**src/rtl/tri_bus_arbiter.sv**
```systemverilog
// tri_bus_arbiter: round-robin owner selection for a 4-source tri-state bus, with a bounded hold time and a turnaround cycle between owners
module tri_bus_arbiter #(
  parameter int MAX_HOLD = 4
) (
  input  logic       clk,
  input  logic       reset,
  input  logic [3:0] req,
  output logic [3:0] gnt,
  output logic [3:0] drv_en,
  output logic       cap_en,
  output logic [1:0] owner,
  output logic       busy
);
  typedef enum logic [1:0] {IDLE, GRANT, DRIVE, TURN} state_t;
  localparam logic [2:0] HMAX = 3'(MAX_HOLD - 1);
  state_t state, state_n;
  logic [1:0] ptr, ptr_n, owner_n, sel;
  logic [2:0] hold_cnt, hold_n;
  logic [3:0] gnt_n, drv_n;
  logic cap_n, release_bus;
  always_comb begin
    sel = ptr;
    for (int i = 3; i >= 0; i--) if (req[ptr + 2'(i)]) sel = ptr + 2'(i);
  end
  // an owner gives up the bus when it drops its request, or when it has used its full hold while someone else waits
  always_comb begin
    release_bus = 1'b0;
    state_n = state;
    ptr_n = ptr;
    hold_n = hold_cnt;
    gnt_n = gnt;
    drv_n = drv_en;
    cap_n = cap_en;
    owner_n = owner;
    case (state)
      IDLE: if (|req) begin
        state_n = GRANT;
        gnt_n = 4'b0001 << sel;
        owner_n = sel;
      end
      GRANT: if (req[owner]) begin
        state_n = DRIVE;
        drv_n = gnt;
        cap_n = 1'b1;
        hold_n = 3'd0;
      end else release_bus = 1'b1;
      DRIVE: begin
        hold_n = hold_cnt == HMAX ? hold_cnt : hold_cnt + 3'd1;
        release_bus = !req[owner] || (hold_cnt == HMAX && |(req & ~gnt));
      end
      default: state_n = IDLE;
    endcase
    if (release_bus) begin
      state_n = TURN;
      ptr_n = owner + 2'd1;
      hold_n = 3'd0;
      gnt_n = 4'd0;
      drv_n = 4'd0;
      cap_n = 1'b0;
      owner_n = 2'd0;
    end
  end
  always_ff @(posedge clk) begin
    if (!reset) begin
      state <= IDLE;
      ptr <= 2'd0;
      hold_cnt <= 3'd0;
      gnt <= 4'd0;
      drv_en <= 4'd0;
      cap_en <= 1'b0;
      owner <= 2'd0;
    end else begin
      state <= state_n;
      ptr <= ptr_n;
      hold_cnt <= hold_n;
      gnt <= gnt_n;
      drv_en <= drv_n;
      cap_en <= cap_n;
      owner <= owner_n;
    end
  end
  assign busy = state != IDLE;
endmodule

```
**config.mk**
```make
export PLATFORM = sky130hd
export DESIGN_NAME = tri_bus_arbiter
export DESIGN_NICKNAME = d
export VERILOG_FILES = /design/src/rtl/tri_bus_arbiter.sv
export SDC_FILE = /design/constraint.sdc
export NUM_CORES = 1
export LEC_CHECK = 0
export ABC_AREA = 1
export CAP_MARGIN = 20
export CORE_MARGIN = 8
export CORE_UTILIZATION = 57
export DETAILED_ROUTE_END_ITERATION = 16
export HOLD_SLACK_MARGIN = 0.12
export PLACE_DENSITY = 0.81
export SETUP_SLACK_MARGIN = 0.5
export SYNTH_ARGS = -nofsm -noshare
export SYNTH_HDL_FRONTEND = slang
export SYNTH_SLANG_ARGS = --single-unit
```
**constraint.sdc**
```tcl
create_clock -name clk -period 3.47 [get_ports clk]
set_input_delay 0.694 -clock clk [delete_from_list [all_inputs] [get_ports clk]]
set_output_delay 0.694 -clock clk [all_outputs]
set_load 0.03 [all_outputs]
```
==> impl_metrics.ini <==
[finish]
antenna_cells = 0
multiInputGateArea_um2 = 698
fin_nets = 201
syn_to_final_growth_pct = 18.4
drive_gt1_frac = 0.218
layout_commonest_cell = nand2_1
seq_area_um2 = 360
fillers = 186
post-route-cell-area_um2 = 1400
mostFrequentLayoutCells = nand2_1 (48), inv_1 (19), dfxtp_1 (18)

[critical_path]
rrSetupSlack_ns = 1.65
regToRegStartpoint = state[0]
cp_data_required_time_ns = 2.78
crit_start = state[0]
worstSetupPathType = reg -> out
crit_path_frequent_cell = inv_1
critPathArrivalTime_ns = 1.74
cpPeakStageDelay_ns = 0.66
critPathSlowestCell = clkdlybuf4s50_1
path_cells = inv_1 > ha_1 > inv_1 > clkdlybuf4s50_1
cp-end-kind = output port
cp_max_fo = 3
cp-start-kind = register

[drt]
dr.first_iter.drc_count = 31
firstDrtPassIters = 4
postRouteAntennaNets = 0
drt_wl_total_um = 2650
dr_total_vias = 1135
vias_per_cell = 5.28
wire_per_inst_um = 12.3
route.detailed.drc = 0

[sta]
finalSetupViolations = 0
max_freq_mhz = 412
tightestPinTransition_ns = 0.422
hold_violations = 0
maxSlewViolCount = 0
finalCritPeriodShare = 0.700
holdWs_ns = 0.466
tns_ns = 0
skew_ns = 0.00717
rsz0062_at_grt = no
slew_headroom = 0.718
final.min_clock_period_ns = 2.43

[clock_network]
cts-resized-gates = 0
clockBufferDepth = 2
clock-root-buffer = clkbuf_4
htree_levels = 1
clk_pin_slew_ns = 0.11
cts.sinks = 18
cts_setup_buffers = 0
clk_latency_ns = 0.30
cts_tree = yes
ctsHoldBuffers = 0
cts_made_buffers = 3

[floorplan]
start_util = 0.603
die-area_um2 = 3790
io_pins = 18
die_y_um = 61.5
rows = 16
core_um2 = 1960
die_width_um = 61.5

[grt]
grt-busiest-layer = met2
use_met1 = 0.179
use_met2 = 0.267
grt_pass1_wl_um = 4470
track_usage = 0.154
grt_max_degree = 16
antenna_found_initial = 0
grt_overflow = 0
met3_usage = 0.0292
grt_pass1_vias = 1045

[placement]
dpl-instance-area_um2 = 1360
place_congestion = 0.865
io_buffers = 17
dpl.hpwl_um = 2120

[synth]
ys_seq_area_frac = 0.305
yosys.area.top_type = dfxtp_1
netlist_instances = 169
synth_seq_cells = 18
syn-num-nets = 181
yosysTopAreaCellShare = 0.305
syn_area_um2 = 1180
synth.avg_cell_area_um2 = 7.00
post_synth_main_area_contributors = dfxtp_1 (30%), nand2_1 (15%), nand2_2 (8.5%), a21oi_2 (6.7%), ha_1 (6.3%)
synth.distinct_cells = 22
yosys_warnings = 0

[pwr]
p_sw_uw = 554
pwr-share-comb = 0.590
power.switching_fraction = 0.497
pwr_density_cell_nw_per_um2 = 797
p_int_uw = 561
max-vdd-ir-drop_mv = 0.525
pwr-share-seq = 0.289
p_leak_nw = 0.643
clkPwrFrac = 0.121

[flow_run]
cap_violations = 0

[hold_path]
hold_class = reg -> reg
hp-start = cap_en

[run_status]
status = completed
[power groups by stage]
| stage | logic [mW] | registers (mW) | clock network [mW] |
|---|---|---|---|
| final | 0.658 | 0.323 | 0.135 |
| after global routing | 0.730 | 0.330 | 0.144 |
| after detailed placement | 0.657 | 0.326 | 0 |
| after global placement | 0.637 | 0.327 | 0 |
| after CTS | 0.660 | 0.322 | 0.134 |
| after floorplan | 0.457 | 0.364 | 0 |
[final timing paths]
path,end,depth (start not counted)
setup / recovery,busy,4
hold / removal,cap_en,2
setup reg to reg,owner[0],10
hold reg to reg,cap_en,2
[cell type report]
class | instances | share of cell area
Multi-Input combinational cell | 124 | 0.499
Sequential cell | 18 | 0.257
Timing Repair Buffer | 17 | 0.122
Inverter | 25 | 0.0724
Clock buffer | 4 | 0.0259
Tap cell | 27 | 0.0241
[layer usage]
| metal | share of wire | vias to the layer above |
|---|---|---|
| li1 | - | 574 |
| met1 | 0.46 | 528 |
| met2 | 0.48 | 29 |
| met3 | 0.043 | 4 |
| met4 | 0.013 | 0 |
| met5 | 0 | - |
[metrics by stage]
stage / util / power (mW) / worst slack [ns] / cells
2_1_floorplan: - / 0.821 / 1.89 / 169
3_3_place_gp: 0.695 / 0.964 / 1.20 / 211
3_5_place_dp: 0.695 / 0.983 / 1.13 / 211
4_1_cts: 0.714 / 1.12 / 1.03 / 215
5_1_grt: 0.714 / 1.20 / 0.969 / 215
6_report: 0.714 / 1.12 / 1.04 / 215
[sequential cells by signal, indices dropped and copies added, names as in the netlist]
signal    cells
cap_en        1
ptr           2
drv_en        4
state         2
gnt           4
owner         2
hold_cnt      3
[synth_stat cells]
cell type   n
nand2_1    48
inv_1      19
dfxtp_1    18
nand2_2    16
nand3_1    10
a21oi_2     9
nor2_1      9
a21oi_1     7
ha_1        6
inv_2       5
o21ai_0     4
nand3_2     3
nand4_1     3
o22ai_1     3
buf_6       2
a21oi_4     1
inv_8       1
nand2_4     1
o21ai_1     1
o21ai_2     1
o21bai_1    1
xor2_1      1
[kinds of logic (layout without fill, tap and decap cells)]
| group | Yosys count | in the layout | share of synthesized area |
|---|---|---|---|
| adder cells (fa/ha/maj) | 6 | 6 | 0.0635 |
| flip-flops | 18 | 18 | 0.305 |
| AND/OR/NAND/NOR | 90 | 90 | 0.359 |
| buffers and inverters | 27 | 46 | 0.105 |
| AO/OA/AOI/OAI | 27 | 27 | 0.161 |
| XOR/XNOR | 1 | 1 | 0.00741 |
[worst max-delay path: cells and delay by family (launching register included)]
family / cells / cell delay (ns)
flops: 1 / 0.38
buf+inv: 3 / 0.81
fa+ha+maj: 1 / 0.24
Note: power is estimated with default switching activity, not from simulation.
==> patch: new RTL, same flow settings <==
Encoding of `state_t`: now one-hot (4 bits for 4 states).
--- a/src/rtl/tri_bus_arbiter.sv
+++ b/src/rtl/tri_bus_arbiter.sv
@@ -11,7 +11,7 @@
   output logic [1:0] owner,
   output logic       busy
 );
-  typedef enum logic [1:0] {IDLE, GRANT, DRIVE, TURN} state_t;
+  typedef enum logic [3:0] {IDLE = 4'b0001, GRANT = 4'b0010, DRIVE = 4'b0100, TURN = 4'b1000} state_t;
   localparam logic [2:0] HMAX = 3'(MAX_HOLD - 1);
   state_t state, state_n;
   logic [1:0] ptr, ptr_n, owner_n, sel;
Function: same outputs for any inputs over 10 cycles, from zero or initial values and one cycle with reset low; not proved beyond that.
==> patch against the original RTL <==
Synthesized cell count down 3.0%. Area after synthesis down 1.4%. Design area down 0.80%. Clock skew down 0.0061 ns. Routed wire length down 13%. Via count down 7.4%. Sequential cell count up 2. Setup slack better by 0.071 ns.
Power is not compared: it rests on default switching activity, and its combinational part moved more than twofold at a synthesized area within 25%.
==> patch: results (changes against the original RTL) <==
Outcome = complete, no violations (unchanged)
Post-synth top cells = nand2_1 (51), dfxtp_1 (20), inv_1 (15) (was nand2_1 (48), inv_1 (19), dfxtp_1 (18))
First-pass GRT wire length = 4110 µm (was 4470 µm)
Arrival time worst endpoint = 1.66 ns (was 1.74 ns)
Gp weighted congestion = 0.815 (was 0.865)
Syn nets = 172 (was 181)
WHS Endpoint = drv_en[3]$_SDFFE_PP0P_ (was cap_en$_SDFFE_PP0P_)
FF-to-FF path depth = 11 (was 10)
Reg2reg start = ptr[0]$_SDFFE_PN0P_ (was state[0]$_SDFFE_PN0P_)
DRT iter0 DRCs = 22 (was 31)
Post-synth cell types = 27 (was 22)
Asr flop ratio synth = 0% (unchanged)
Hold Path Origin = drv_en[3]$_SDFFE_PP0P_ (was cap_en$_SDFFE_PP0P_)
Pre-CTS WS = 1.14 ns (was 1.13 ns)
Buffers on Ports = 17 (unchanged)
Cells after DPL = 205 (was 211)
Worst R2R End = owner[1]$_SDFFE_PP0P_ (was owner[0]$_SDFFE_PP0P_)
Hold path depth = 2 (unchanged)
Initial antenna violation count = 0 (unchanged)
TritonRoute pass-1 iters = 4 (unchanged)
Top Registers = drv_en: 4 flops, gnt: 4 flops, state: 4 flops (was drv_en: 4 flops, gnt: 4 flops, hold_cnt: 3 flops)
R2R setup slack = 1.74 ns (was 1.65 ns)
Share of cells above drive strength 1 = 20.9% (was 21.8%)
Final wirelength = 2300 µm (was 2650 µm)
Setup Skew = 0.00102 ns (was 0.00717 ns)
Synth top area cells = dfxtp_1 (34%), nand2_1 (16%), a21oi_2 (6.0%) (was dfxtp_1 (30%), nand2_1 (15%), nand2_2 (8.5%))
DP HPWL = 1940 µm (was 2120 µm)
Post-Syn Instances = 164 (was 169)
Vias in the first global route = 980 (was 1,045)
Routed via count = 1,051 (was 1,135)
Worst-skew pair later-pin latency = 0.30 ns (about the same)
CP max FO = 3 (unchanged)
Worst Max-Slew Pin Slew = 0.416 ns (was 0.422 ns)
Root Buffer = clkbuf_4 (unchanged)
Final #Nets = 191 (was 201)
Sequential-to-total area share from yosys stat = 34.3% (was 30.5%)
WHS = 0.474 ns (was 0.466 ns)
Vias per cell = 5.03 (was 5.28)
Placed cell area = 1340 µm² (was 1360 µm²)
CTS buffer count = 3 (unchanged)
Largest net degree at the start of global routing = 15 (was 16)
GRT Util Overall = 14.2% (was 15.4%)
CTS resizes = 0 (unchanged)
patch: worst max-delay path by stage:
stage | start | slack (ns) | to | cells past startpoint
after global routing | state[2]$_SDFFE_PP0P_ | 0.99 | busy | 5
after floorplan | req[0] | 1.92 | owner[1]$_SDFFE_PP0P_ | 6
after detailed placement | req[2] | 1.14 | drv_en[2]$_SDFFE_PP0P_ | 8
after global placement | req[2] | 1.14 | drv_en[0]$_SDFFE_PP0P_ | 8
final | state[2]$_SDFFE_PP0P_ | 1.11 | busy | 5
after CTS | state[2]$_SDFFE_PP0P_ | 1.09 | busy | 5
patch: cell families (layout without fill, tap and decap cells):
kind of cell / count (synthesis) / in the layout / synth area share, %
and+or+nand+nor: 85 / 85 / 35.2
AOI/OAI and AO/OA: 28 / 28 / 16.4
adders and majority gates: 2 / 2 / 2.15
buffers and inverters: 28 / 46 / 11.2
xor gates and xnor gates: 1 / 1 / 0.751
DFF: 20 / 20 / 34.3
patch: layer usage:
layer	share of wire (%)	vias to the layer above	GRT usage, %
met3	3.9	5	3.13
met4	2.3	0	5.32
li1	-	562	-
met2	49	17	25.8
met1	45	467	15.4
met5	0	-	0
patch: worst max-delay path: stages (launching register included):
cell             delay, ns
dfxtp_1               0.34
inv_1                 0.07
nand2_1               0.06
nor3_2                0.19
inv_2                 0.10
clkdlybuf4s50_1       0.61
patch: layout make-up:
cell class / count / area [µm²]
repair buffers: 17 / 170
inverters: 25 / 96.3
clock buffers: 3 / 22.5
multi-input cells: 116 / 636
clock inverters: 1 / 30.0
well taps: 27 / 33.8
flip-flops and latches: 20 / 400
fillers: 175 / 553
patch: power breakdown:
part	total (mW)	switching, mW	leakage (nW)	internal (mW)
combinational	0.320	0.199	0.406	0.122
clock	0.186	0.0696	0.0279	0.117
sequential	0.296	0.0365	0.163	0.259
